### src/rtl/control_unit_if.sv
// Control strobe bundle between the hardwired sequencer and the datapath.
// master = sequencer (drives strobes), slave = datapath (drives IR/stop).
interface control_unit_if;
  localparam int unsigned IR_W  = 32;
  localparam int unsigned ALU_W = 5;

  logic [IR_W-1:0]  IR_Data;
  logic             stop;
  logic             run;
  logic             PC_enable;
  logic             PC_increment_enable;
  logic             IR_enable;
  logic             Y_enable;
  logic             Z_enable;
  logic             MAR_enable;
  logic             MDR_enable;
  logic             r_enable;
  logic             con_enable;
  logic             manual_R15_enable;
  logic             outport_enable;
  logic             read;
  logic             write;
  logic             Gra;
  logic             Grb;
  logic             BAout;
  logic             PC_select;
  logic             Z_LO_select;
  logic             MDR_select;
  logic             c_select;
  logic             r_select;
  logic             inport_select;
  logic [ALU_W-1:0] alu_instruction;

  modport master (
    input  IR_Data, stop,
    output run, PC_enable, PC_increment_enable, IR_enable, Y_enable, Z_enable,
           MAR_enable, MDR_enable, r_enable, con_enable, manual_R15_enable,
           outport_enable, read, write, Gra, Grb, BAout, PC_select, Z_LO_select,
           MDR_select, c_select, r_select, inport_select, alu_instruction
  );

  modport slave (
    output IR_Data, stop,
    input  run, PC_enable, PC_increment_enable, IR_enable, Y_enable, Z_enable,
           MAR_enable, MDR_enable, r_enable, con_enable, manual_R15_enable,
           outport_enable, read, write, Gra, Grb, BAout, PC_select, Z_LO_select,
           MDR_select, c_select, r_select, inport_select, alu_instruction
  );
endinterface

### src/rtl/control_unit.sv
// Hardwired Moore sequencer: fetch T0-T2, decode opcode in T3, per-instruction
// execute steps. Strobes decode from state (T3 also from the loaded opcode).
module control_unit (
  input  logic           clk,
  input  logic           reset_n,
  control_unit_if.master bus
);
  localparam int unsigned OP_W = 5;

  localparam logic [OP_W-1:0] OP_LD   = 5'b00000;
  localparam logic [OP_W-1:0] OP_LDI  = 5'b00001;
  localparam logic [OP_W-1:0] OP_ST   = 5'b00010;
  localparam logic [OP_W-1:0] OP_IN   = 5'b10110;
  localparam logic [OP_W-1:0] OP_OUT  = 5'b10111;
  localparam logic [OP_W-1:0] OP_NOP  = 5'b11010;
  localparam logic [OP_W-1:0] OP_HALT = 5'b11011;
  localparam logic [OP_W-1:0] ALU_ADD = 5'b00001;

  // Execute steps are split per instruction so later steps never re-read IR.
  typedef enum logic [3:0] {
    S_RST, S_T0, S_T1, S_T2, S_T3,
    S_T4_LDI, S_T5_LDI,
    S_T4_LD, S_T5_LD, S_T6_LD, S_T7_LD,
    S_T4_ST, S_T5_ST, S_T6_ST, S_T7_ST,
    S_HALT
  } state_t;

  state_t          state, state_next;
  logic [OP_W-1:0] opcode;

  assign opcode = bus.IR_Data[31:27];

  // State register; async reset drops every strobe (incl. write) immediately.
  always_ff @(posedge clk or negedge reset_n) begin
    if (!reset_n) state <= S_RST;
    else          state <= state_next;
  end

  // Next-state and strobe decode.
  always_comb begin
    state_next              = state;
    bus.run                 = 1'b0;
    bus.PC_enable           = 1'b0;
    bus.PC_increment_enable = 1'b0;
    bus.IR_enable           = 1'b0;
    bus.Y_enable            = 1'b0;
    bus.Z_enable            = 1'b0;
    bus.MAR_enable          = 1'b0;
    bus.MDR_enable          = 1'b0;
    bus.r_enable            = 1'b0;
    bus.con_enable          = 1'b0;
    bus.manual_R15_enable   = 1'b0;
    bus.outport_enable      = 1'b0;
    bus.read                = 1'b0;
    bus.write               = 1'b0;
    bus.Gra                 = 1'b0;
    bus.Grb                 = 1'b0;
    bus.BAout               = 1'b0;
    bus.PC_select           = 1'b0;
    bus.Z_LO_select         = 1'b0;
    bus.MDR_select          = 1'b0;
    bus.c_select            = 1'b0;
    bus.r_select            = 1'b0;
    bus.inport_select       = 1'b0;
    bus.alu_instruction     = '0;

    unique case (state)
      S_RST:  state_next = S_T0;
      S_T0: begin
        bus.run = 1'b1; bus.PC_select = 1'b1; bus.MAR_enable = 1'b1;
        state_next = S_T1;
      end
      S_T1: begin
        bus.run = 1'b1; bus.PC_increment_enable = 1'b1;
        bus.read = 1'b1; bus.MDR_enable = 1'b1;
        state_next = S_T2;
      end
      S_T2: begin
        bus.run = 1'b1; bus.MDR_select = 1'b1; bus.IR_enable = 1'b1;
        state_next = S_T3;
      end
      S_T3: begin
        bus.run = 1'b1;
        case (opcode)
          OP_LDI, OP_LD, OP_ST: begin
            bus.Grb = 1'b1; bus.BAout = 1'b1; bus.Y_enable = 1'b1;
            state_next = (opcode == OP_LDI) ? S_T4_LDI :
                         (opcode == OP_LD)  ? S_T4_LD  : S_T4_ST;
          end
          OP_IN: begin
            bus.inport_select = 1'b1; bus.Gra = 1'b1; bus.r_enable = 1'b1;
            state_next = bus.stop ? S_HALT : S_T0;
          end
          OP_OUT: begin
            bus.Gra = 1'b1; bus.r_select = 1'b1; bus.outport_enable = 1'b1;
            state_next = bus.stop ? S_HALT : S_T0;
          end
          OP_HALT: state_next = S_HALT;
          default: state_next = bus.stop ? S_HALT : S_T0;
        endcase
      end
      S_T4_LDI, S_T4_LD, S_T4_ST: begin
        bus.run = 1'b1; bus.c_select = 1'b1;
        bus.alu_instruction = ALU_ADD; bus.Z_enable = 1'b1;
        state_next = (state == S_T4_LDI) ? S_T5_LDI :
                     (state == S_T4_LD)  ? S_T5_LD  : S_T5_ST;
      end
      S_T5_LDI: begin
        bus.run = 1'b1; bus.Z_LO_select = 1'b1; bus.Gra = 1'b1; bus.r_enable = 1'b1;
        state_next = bus.stop ? S_HALT : S_T0;
      end
      S_T5_LD, S_T5_ST: begin
        bus.run = 1'b1; bus.Z_LO_select = 1'b1; bus.MAR_enable = 1'b1;
        state_next = (state == S_T5_LD) ? S_T6_LD : S_T6_ST;
      end
      S_T6_LD: begin
        bus.run = 1'b1; bus.read = 1'b1; bus.MDR_enable = 1'b1;
        state_next = S_T7_LD;
      end
      S_T7_LD: begin
        bus.run = 1'b1; bus.MDR_select = 1'b1; bus.Gra = 1'b1; bus.r_enable = 1'b1;
        state_next = bus.stop ? S_HALT : S_T0;
      end
      S_T6_ST: begin
        bus.run = 1'b1; bus.Gra = 1'b1; bus.r_select = 1'b1; bus.MDR_enable = 1'b1;
        state_next = S_T7_ST;
      end
      S_T7_ST: begin
        bus.run = 1'b1; bus.write = 1'b1;
        state_next = bus.stop ? S_HALT : S_T0;
      end
      S_HALT:  state_next = S_HALT;
      default: state_next = S_RST;
    endcase
  end
endmodule

### src/flat_wrapper.sv
// flat-port wrapper written by rule: the top's interface ports become plain ports
module control_unit_flat 
  (clk, reset_n, bus_IR_Data, bus_stop, bus_run, bus_PC_enable, bus_PC_increment_enable, bus_IR_enable, bus_Y_enable, bus_Z_enable, bus_MAR_enable, bus_MDR_enable, bus_r_enable, bus_con_enable, bus_manual_R15_enable, bus_outport_enable, bus_read, bus_write, bus_Gra, bus_Grb, bus_BAout, bus_PC_select, bus_Z_LO_select, bus_MDR_select, bus_c_select, bus_r_select, bus_inport_select, bus_alu_instruction);
  control_unit_if bus_i ();
  input  logic clk;
  input  logic reset_n;
  input wire logic [$bits(bus_i.IR_Data)-1:0] bus_IR_Data;
  input wire logic [$bits(bus_i.stop)-1:0] bus_stop;
  output wire logic [$bits(bus_i.run)-1:0] bus_run;
  output wire logic [$bits(bus_i.PC_enable)-1:0] bus_PC_enable;
  output wire logic [$bits(bus_i.PC_increment_enable)-1:0] bus_PC_increment_enable;
  output wire logic [$bits(bus_i.IR_enable)-1:0] bus_IR_enable;
  output wire logic [$bits(bus_i.Y_enable)-1:0] bus_Y_enable;
  output wire logic [$bits(bus_i.Z_enable)-1:0] bus_Z_enable;
  output wire logic [$bits(bus_i.MAR_enable)-1:0] bus_MAR_enable;
  output wire logic [$bits(bus_i.MDR_enable)-1:0] bus_MDR_enable;
  output wire logic [$bits(bus_i.r_enable)-1:0] bus_r_enable;
  output wire logic [$bits(bus_i.con_enable)-1:0] bus_con_enable;
  output wire logic [$bits(bus_i.manual_R15_enable)-1:0] bus_manual_R15_enable;
  output wire logic [$bits(bus_i.outport_enable)-1:0] bus_outport_enable;
  output wire logic [$bits(bus_i.read)-1:0] bus_read;
  output wire logic [$bits(bus_i.write)-1:0] bus_write;
  output wire logic [$bits(bus_i.Gra)-1:0] bus_Gra;
  output wire logic [$bits(bus_i.Grb)-1:0] bus_Grb;
  output wire logic [$bits(bus_i.BAout)-1:0] bus_BAout;
  output wire logic [$bits(bus_i.PC_select)-1:0] bus_PC_select;
  output wire logic [$bits(bus_i.Z_LO_select)-1:0] bus_Z_LO_select;
  output wire logic [$bits(bus_i.MDR_select)-1:0] bus_MDR_select;
  output wire logic [$bits(bus_i.c_select)-1:0] bus_c_select;
  output wire logic [$bits(bus_i.r_select)-1:0] bus_r_select;
  output wire logic [$bits(bus_i.inport_select)-1:0] bus_inport_select;
  output wire logic [$bits(bus_i.alu_instruction)-1:0] bus_alu_instruction;
  assign bus_i.IR_Data = bus_IR_Data;
  assign bus_i.stop = bus_stop;
  assign bus_run = bus_i.run;
  assign bus_PC_enable = bus_i.PC_enable;
  assign bus_PC_increment_enable = bus_i.PC_increment_enable;
  assign bus_IR_enable = bus_i.IR_enable;
  assign bus_Y_enable = bus_i.Y_enable;
  assign bus_Z_enable = bus_i.Z_enable;
  assign bus_MAR_enable = bus_i.MAR_enable;
  assign bus_MDR_enable = bus_i.MDR_enable;
  assign bus_r_enable = bus_i.r_enable;
  assign bus_con_enable = bus_i.con_enable;
  assign bus_manual_R15_enable = bus_i.manual_R15_enable;
  assign bus_outport_enable = bus_i.outport_enable;
  assign bus_read = bus_i.read;
  assign bus_write = bus_i.write;
  assign bus_Gra = bus_i.Gra;
  assign bus_Grb = bus_i.Grb;
  assign bus_BAout = bus_i.BAout;
  assign bus_PC_select = bus_i.PC_select;
  assign bus_Z_LO_select = bus_i.Z_LO_select;
  assign bus_MDR_select = bus_i.MDR_select;
  assign bus_c_select = bus_i.c_select;
  assign bus_r_select = bus_i.r_select;
  assign bus_inport_select = bus_i.inport_select;
  assign bus_alu_instruction = bus_i.alu_instruction;
  control_unit u_core (.clk(clk), .reset_n(reset_n), .bus(bus_i));
endmodule
### config.mk
export PLATFORM = sky130hd
export DESIGN_NAME = control_unit_flat
export DESIGN_NICKNAME = d
export VERILOG_FILES = /design/src/rtl/control_unit_if.sv /design/src/rtl/control_unit.sv /design/src/flat_wrapper.sv
export SDC_FILE = /design/constraint.sdc
export NUM_CORES = 1
export LEC_CHECK = 0
export ABC_CLOCK_PERIOD_IN_PS = 1800
export BUFFER_PORTS_ARGS = -buffer_cell sky130_fd_sc_hd__buf_2
export CAP_MARGIN = 10
export CORE_MARGIN = 3
export CORE_UTILIZATION = 36
export CTS_CLUSTER_DIAMETER = 60
export DETAILED_ROUTE_END_ITERATION = 7
export HOLD_SLACK_MARGIN = 0.08
export PLACE_DENSITY = 0.79
export SLEW_MARGIN = 10
export SYNTH_ARGS = -nofsm -noshare
export SYNTH_HDL_FRONTEND = slang
export SYNTH_SLANG_ARGS = --single-unit
### constraint.sdc
create_clock -name clk -period 1.8 [get_ports clk]
set_input_delay 0.27 -clock clk [delete_from_list [all_inputs] [get_ports clk]]
set_output_delay 0.27 -clock clk [all_outputs]
set_load 0.01 [all_outputs]
# Yosys cells after proc, flatten, opt, wreduce, memory -nomap -nowiden
# Index checks and enable logic that the tools add are counted.
word_totals:
  reg_bits: 4
  in_bits: 35
  wordCells: 66
classes:
  n_eq_ne: 20
  mux: 30
  n_reduce_logical: 15
ops:
  columns: ["cell", "count"]
  rows:
  - ["4-bit case mux with 11 select lines", 1]
  - ["4-bit equality test (second input constant)", 8]
  - ["3-bit OR reduction", 7]
  - ["1-bit 2-to-1 mux", 19]
  - ["4-bit by 3-bit equality test with 1-bit output (second input constant)", 4]
  - ["4-bit 2-to-1 mux", 4]
  - ["5-bit equality test (second input constant)", 3]
  - ["14-bit OR reduction", 1]
  - ["2-bit OR reduction", 5]
  - ["4-bit by 2-bit equality test with 1-bit output (second input constant)", 2]
  - ["4-bit case mux with 2 select lines", 1]
  - ["3-bit 2-to-1 mux", 2]
  - ["1-bit case mux with 2 select lines", 3]
  - ["5-bit by 1-bit equality test with 1-bit output (second input constant)", 1]
  - ["5-bit by 2-bit equality test with 1-bit output (second input constant)", 1]
  - ["5-bit logical NOT", 1]
  - ["4-bit by 1-bit equality test with 1-bit output (second input constant)", 1]
  - ["4-bit logical NOT", 1]

# Depth between registers and ports, before layout
depth:
  word_depth: 5
  mapped_depth: 5

# Least setup slack after synthesis
# No wires, ideal clock.
synth_timing:
  path_type: "flip-flop to output port"
  startpoint: "register u_core.state[1]"
  endpoint: "output bus_alu_instruction[0]"
  t_arrival_ps: 1266
  path_slack_ps: 264
  stages_incl_launch_ff: 6
  cell_sequence: "dfrtp_1 > buf_2 > buf_2 > nand3b_1 > a21boi_1 > buf_4"
synth_via:
  elab_chain_cells: 3
  word_cells_on_any_way: 5
  classes_between: "eq/ne (3); mux (1); reduce/logical (1)"
synth_lines:
  columns: ["item", "line_no", "rtl"]
  rows:
  - ["from (decl)", "control_unit.sv:28", "state_t state, state_next;"]
  - ["from (signal assigned)", "control_unit.sv:36", "else state <= state_next;"]
  - ["4-bit equality test or 4-bit by 3-bit equality test with 1-bit output (tied branches)", "control_unit.sv:67", "unique case (state)"]
  - ["3-bit OR reduction *", "control_unit.sv:67", null]
  - ["1-bit 2-to-1 mux *", "control_unit.sv:67", null]
  - ["to (decl)", "flat_wrapper.sv:32", "output wire logic [$bits(bus_i.alu_instruction)-1:0] bus_alu_instruction;"]
# Mark *: on every way between the ends. The rest lies on a longest branch, timed or not.

# Final worst setup path
layout_timing:
  startpoint: "register u_core.state[1]"
  endpoint: "output bus_BAout"
layout_via:
  elab_chain_cells: 2
layout_lines:
  columns: ["item", "line_no", "rtl"]
  rows:
  - ["4-bit by 3-bit equality test with 1-bit output", "control_unit.sv:67", null]
  - ["1-bit 2-to-1 mux", "control_unit.sv:67", null]
  - ["to (decl)", "flat_wrapper.sv:25", "output wire logic [$bits(bus_i.BAout)-1:0] bus_BAout;"]
# Every way passes these cells.

==> results.sh <==
export IMPL_outcome="completed"
export IMPL_postRouteAntennaNets=0
export IMPL_grt_setup_unrepaired="false"
export IMPL_worstPathArrival_ns=1.44
export IMPL_switching_power_w=0.000617
export IMPL_largest_register_ff_count=4
export IMPL_worstPathRequired_ns=1.53
export IMPL_core_um2=1630
export IMPL_cellLeakagePower_nw=0.435
export IMPL_synthesis_yosys_warnings=0
export IMPL_regToRegEndpoint="u_core.state[3]$_DFF_PN0_"
export IMPL_yosys_area_top_type="dfrtp_1"
export IMPL_share_clk_of_total_power_pct=8.5
export IMPL_detailedPlacementHpwl_um=1210
export IMPL_synth_top_cells_by_area="dfrtp_1 (15%), buf_4 (12%), and3_1 (5.6%), nor2_1 (5.6%), buf_2 (3.8%)"
export IMPL_yosysSeqAreaShare_pct=15.0
export IMPL_grt_start_max_net_pins=15
export IMPL_io_buffers=28
export IMPL_globalRouteTotalUtil_pct=13.0
export IMPL_maximum_level_of_the_cts_h_tree=1
export IMPL_power_density_nw_per_um2=1540
export IMPL_ios=63
export IMPL_globalplace_congestion=0.773
export IMPL_path_class="flip-flop to output port"
export IMPL_cell_internal_power_dissipation_w=0.000673
export IMPL_max_vdd_ir_drop_v=0.000680
export IMPL_initial_core_util_pct=40.9
export IMPL_period_minus_slack_ns=1.71
export IMPL_fin_worst_skew_ns=0.00166
export IMPL_insertedDiodeCount=0
export IMPL_max_cap_violations=0
export IMPL_via_count_of_the_first_global_routing_pass=573
export IMPL_routed_wl_um=1600
export IMPL_gr_total_overflow=0
export IMPL_routed_via_density=4.97
export IMPL_reg_largest_list="u_core.state (4)"
export IMPL_critical_path_max_stage_delay_ns=0.49
export IMPL_timing_critical_path_from_type="flip-flop"
export IMPL_timing_reg2reg_worst_path_depth=4
export IMPL_fin_tns_setup_ns=0
export IMPL_largest_register="u_core.state"
export IMPL_insertion_delay_ns=0.23
export IMPL_tritoncts_num_sinks=4
export IMPL_number_of_max_slew_violations_in_the_final_report=0
export IMPL_report_power_total_w=0.00129
export IMPL_cp_cell_sequence="nor4b_4 > and3_1 > buf_2"
export IMPL_number_of_distinct_standard_cells_referenced_by_the_synthesized_netlist=39
export IMPL_fmax_mhz=586
export IMPL_syn_inst=88
export IMPL_drc_errors=0
export IMPL_first_iter_violations=11
export IMPL_wirelength_per_cell_um=11.5
export IMPL_layout_cells_most_common_list="buf_2 (28), nor2_1 (9), buf_4 (8)"
export IMPL_height_of_the_chip_um=49
export IMPL_synth_top_area_share_pct=15.0
export IMPL_hold_path_class="input port to async pin"
export IMPL_crit_path_top_delay_cell="dfrtp_2"
export IMPL_switching_share_of_power_pct=47.8
export IMPL_die_x_um=49
export IMPL_final_layout_size_suffix_gt1_share_pct=44.0
export IMPL_hold_viol_final=0
export IMPL_tritoncts_clock_tree="built"
export IMPL_reg2reg_setup_slack_ns=0.37
export IMPL_final_common_cell="buf_2"
export IMPL_sequentialPowerShare_pct=22.3
export IMPL_grt_antenna_before_repair=0
export IMPL_syn_cell_area_um2=666
export IMPL_combPwrFrac_pct=69.3
export IMPL_cts_max_path_buffers=2
export IMPL_rows=14
export IMPL_critPathMaxFanout=13
export IMPL_rr_startpoint="u_core.state[1]$_DFF_PN0_"
export IMPL_cts_buffers=3
export IMPL_synth_to_layout_area_growth_pct=25.9
export IMPL_total_number_of_vias=696
export IMPL_final_period_utilization_pct=94.9
export IMPL_detailedRoute_firstPassIterationCount=4
export IMPL_fillerInstances=175
export IMPL_worst_setup_hold_path_clk_slew_ns=0.04
export IMPL_finalNetCount=153
export IMPL_grt_first_pass_wirelength_um=2520
export IMPL_cts_root_buffer_cell="clkbuf_4"
export IMPL_postSynthRegisterBits=4
export IMPL_cp_end_kind="output port"
export IMPL_synth_area_per_cell_um2=7.56
export IMPL_dieArea_um2=2400
export IMPL_report_final_setup_viol=0
[logic make-up after synthesis]
family          Yosys count  share of synthesized area, %
simple gates             39                          35.5
compound gates           20                          24.2
mux                       2                          3.20
buf+inv                  21                          20.1
xor+xnor                  1                          1.32
other cells               1                         0.563
flops                     4                          15.0
[through the flow]
| stage | instance area [µm²] | utilization, % | hold slack (ns) | setup slack [ns] | std cells |
|---|---|---|---|---|---|
| floorplan | 688 | - | -0.0256 | 0.264 | 94 |
| CTS | 802 | 49.2 | 0.359 | 0.00385 | 136 |
| detailed placement | 766 | 47.0 | 0.0752 | 0.166 | 132 |
| global route | 838 | 51.5 | 0.367 | 0.0129 | 140 |
| finish | 838 | 51.5 | 0.366 | 0.0924 | 140 |
| global placement | 766 | 47.0 | 0.0723 | 0.187 | 132 |
[synthesized netlist by cell type]
library cell  number
a21bo_2            1
a21boi_1           1
a21oi_1            3
a221oi_2           1
a22oi_1            1
and3_1             6
and4b_1            1
buf_2              5
buf_4             11
buf_6              1
clkbuf_1           1
conb_1             1
dfrtp_1            4
inv_1              3
mux2_2             1
mux2i_1            1
nand2_1            4
nand2b_1           3
nand3_1            1
nand3b_1           3
nor2_1            10
nor3_1             3
nor3b_1            3
nor4_1             1
nor4b_1            1
nor4b_4            1
o211ai_1           1
o21a_1             3
o21ai_1            1
o21ai_2            1
o21bai_1           1
o221ai_1           1
o22ai_1            2
o2bb2ai_1          1
o32ai_1            1
o32ai_2            1
or2_1              1
or4_1              1
xnor2_1            1
[power groups by stage]
| stage | registers [W] | clock network, W | logic [W] |
|---|---|---|---|
| floorplan | 0.000156 | 0 | 0.000756 |
| global placement | 0.000279 | 0 | 0.000820 |
| detailed placement | 0.000283 | 0 | 0.000831 |
| CTS | 0.000288 | 0.000116 | 0.000836 |
| global route | 0.000305 | 0.000121 | 0.000990 |
| finish | 0.000287 | 0.000109 | 0.000894 |
[worst max-delay path by stage]
stage,startpoint,end,slack [ns]
finish,u_core.state[1]$_DFF_PN0_,bus_BAout,0.09
CTS,u_core.state[0]$_DFF_PN0_,bus_MDR_enable,0.004
floorplan,u_core.state[1]$_DFF_PN0_,bus_alu_instruction[0],0.26
global route,u_core.state[3]$_DFF_PN0_,bus_r_enable,0.01
global placement,u_core.state[3]$_DFF_PN0_,bus_BAout,0.19
detailed placement,u_core.state[3]$_DFF_PN0_,bus_Y_enable,0.17
[area by class of cell]
type / count / area [µm²] / share of cell area [%]
Multi-Input combinational cell: 69 / 459 / 54.8
Timing Repair Buffer: 37 / 210 / 25.1
Sequential cell: 4 / 105 / 12.5
Tap cell: 24 / 30.0 / 3.58
Clock buffer: 3 / 22.5 / 2.69
Inverter: 3 / 11.3 / 1.34
[critical path: cells and delay by family (launching register included)]
family / cells / cell delay, ns
AND/OR/NAND/NOR: 2 / 0.57
flip-flops: 1 / 0.49
buffers and inverters: 1 / 0.13
[what timing repair did]
action / CTS / global route
gates resized for setup: 3 / 3
buffers inserted: 0 / 4
hold endpoints to repair: 4 / 0
pin swaps: 1 / 1
setup endpoints to repair: 12 / 8
hold buffers: 1 / 0
[routing by layer]
layer	GRT usage (%)	wire (µm)	vias to the layer above
met5	0	0	-
met4	5.69	12	0
met3	2.45	84	2
met2	22.6	815	19
met1	15.3	690	317
li1	-	-	358
(Power assumes the default switching activity.)
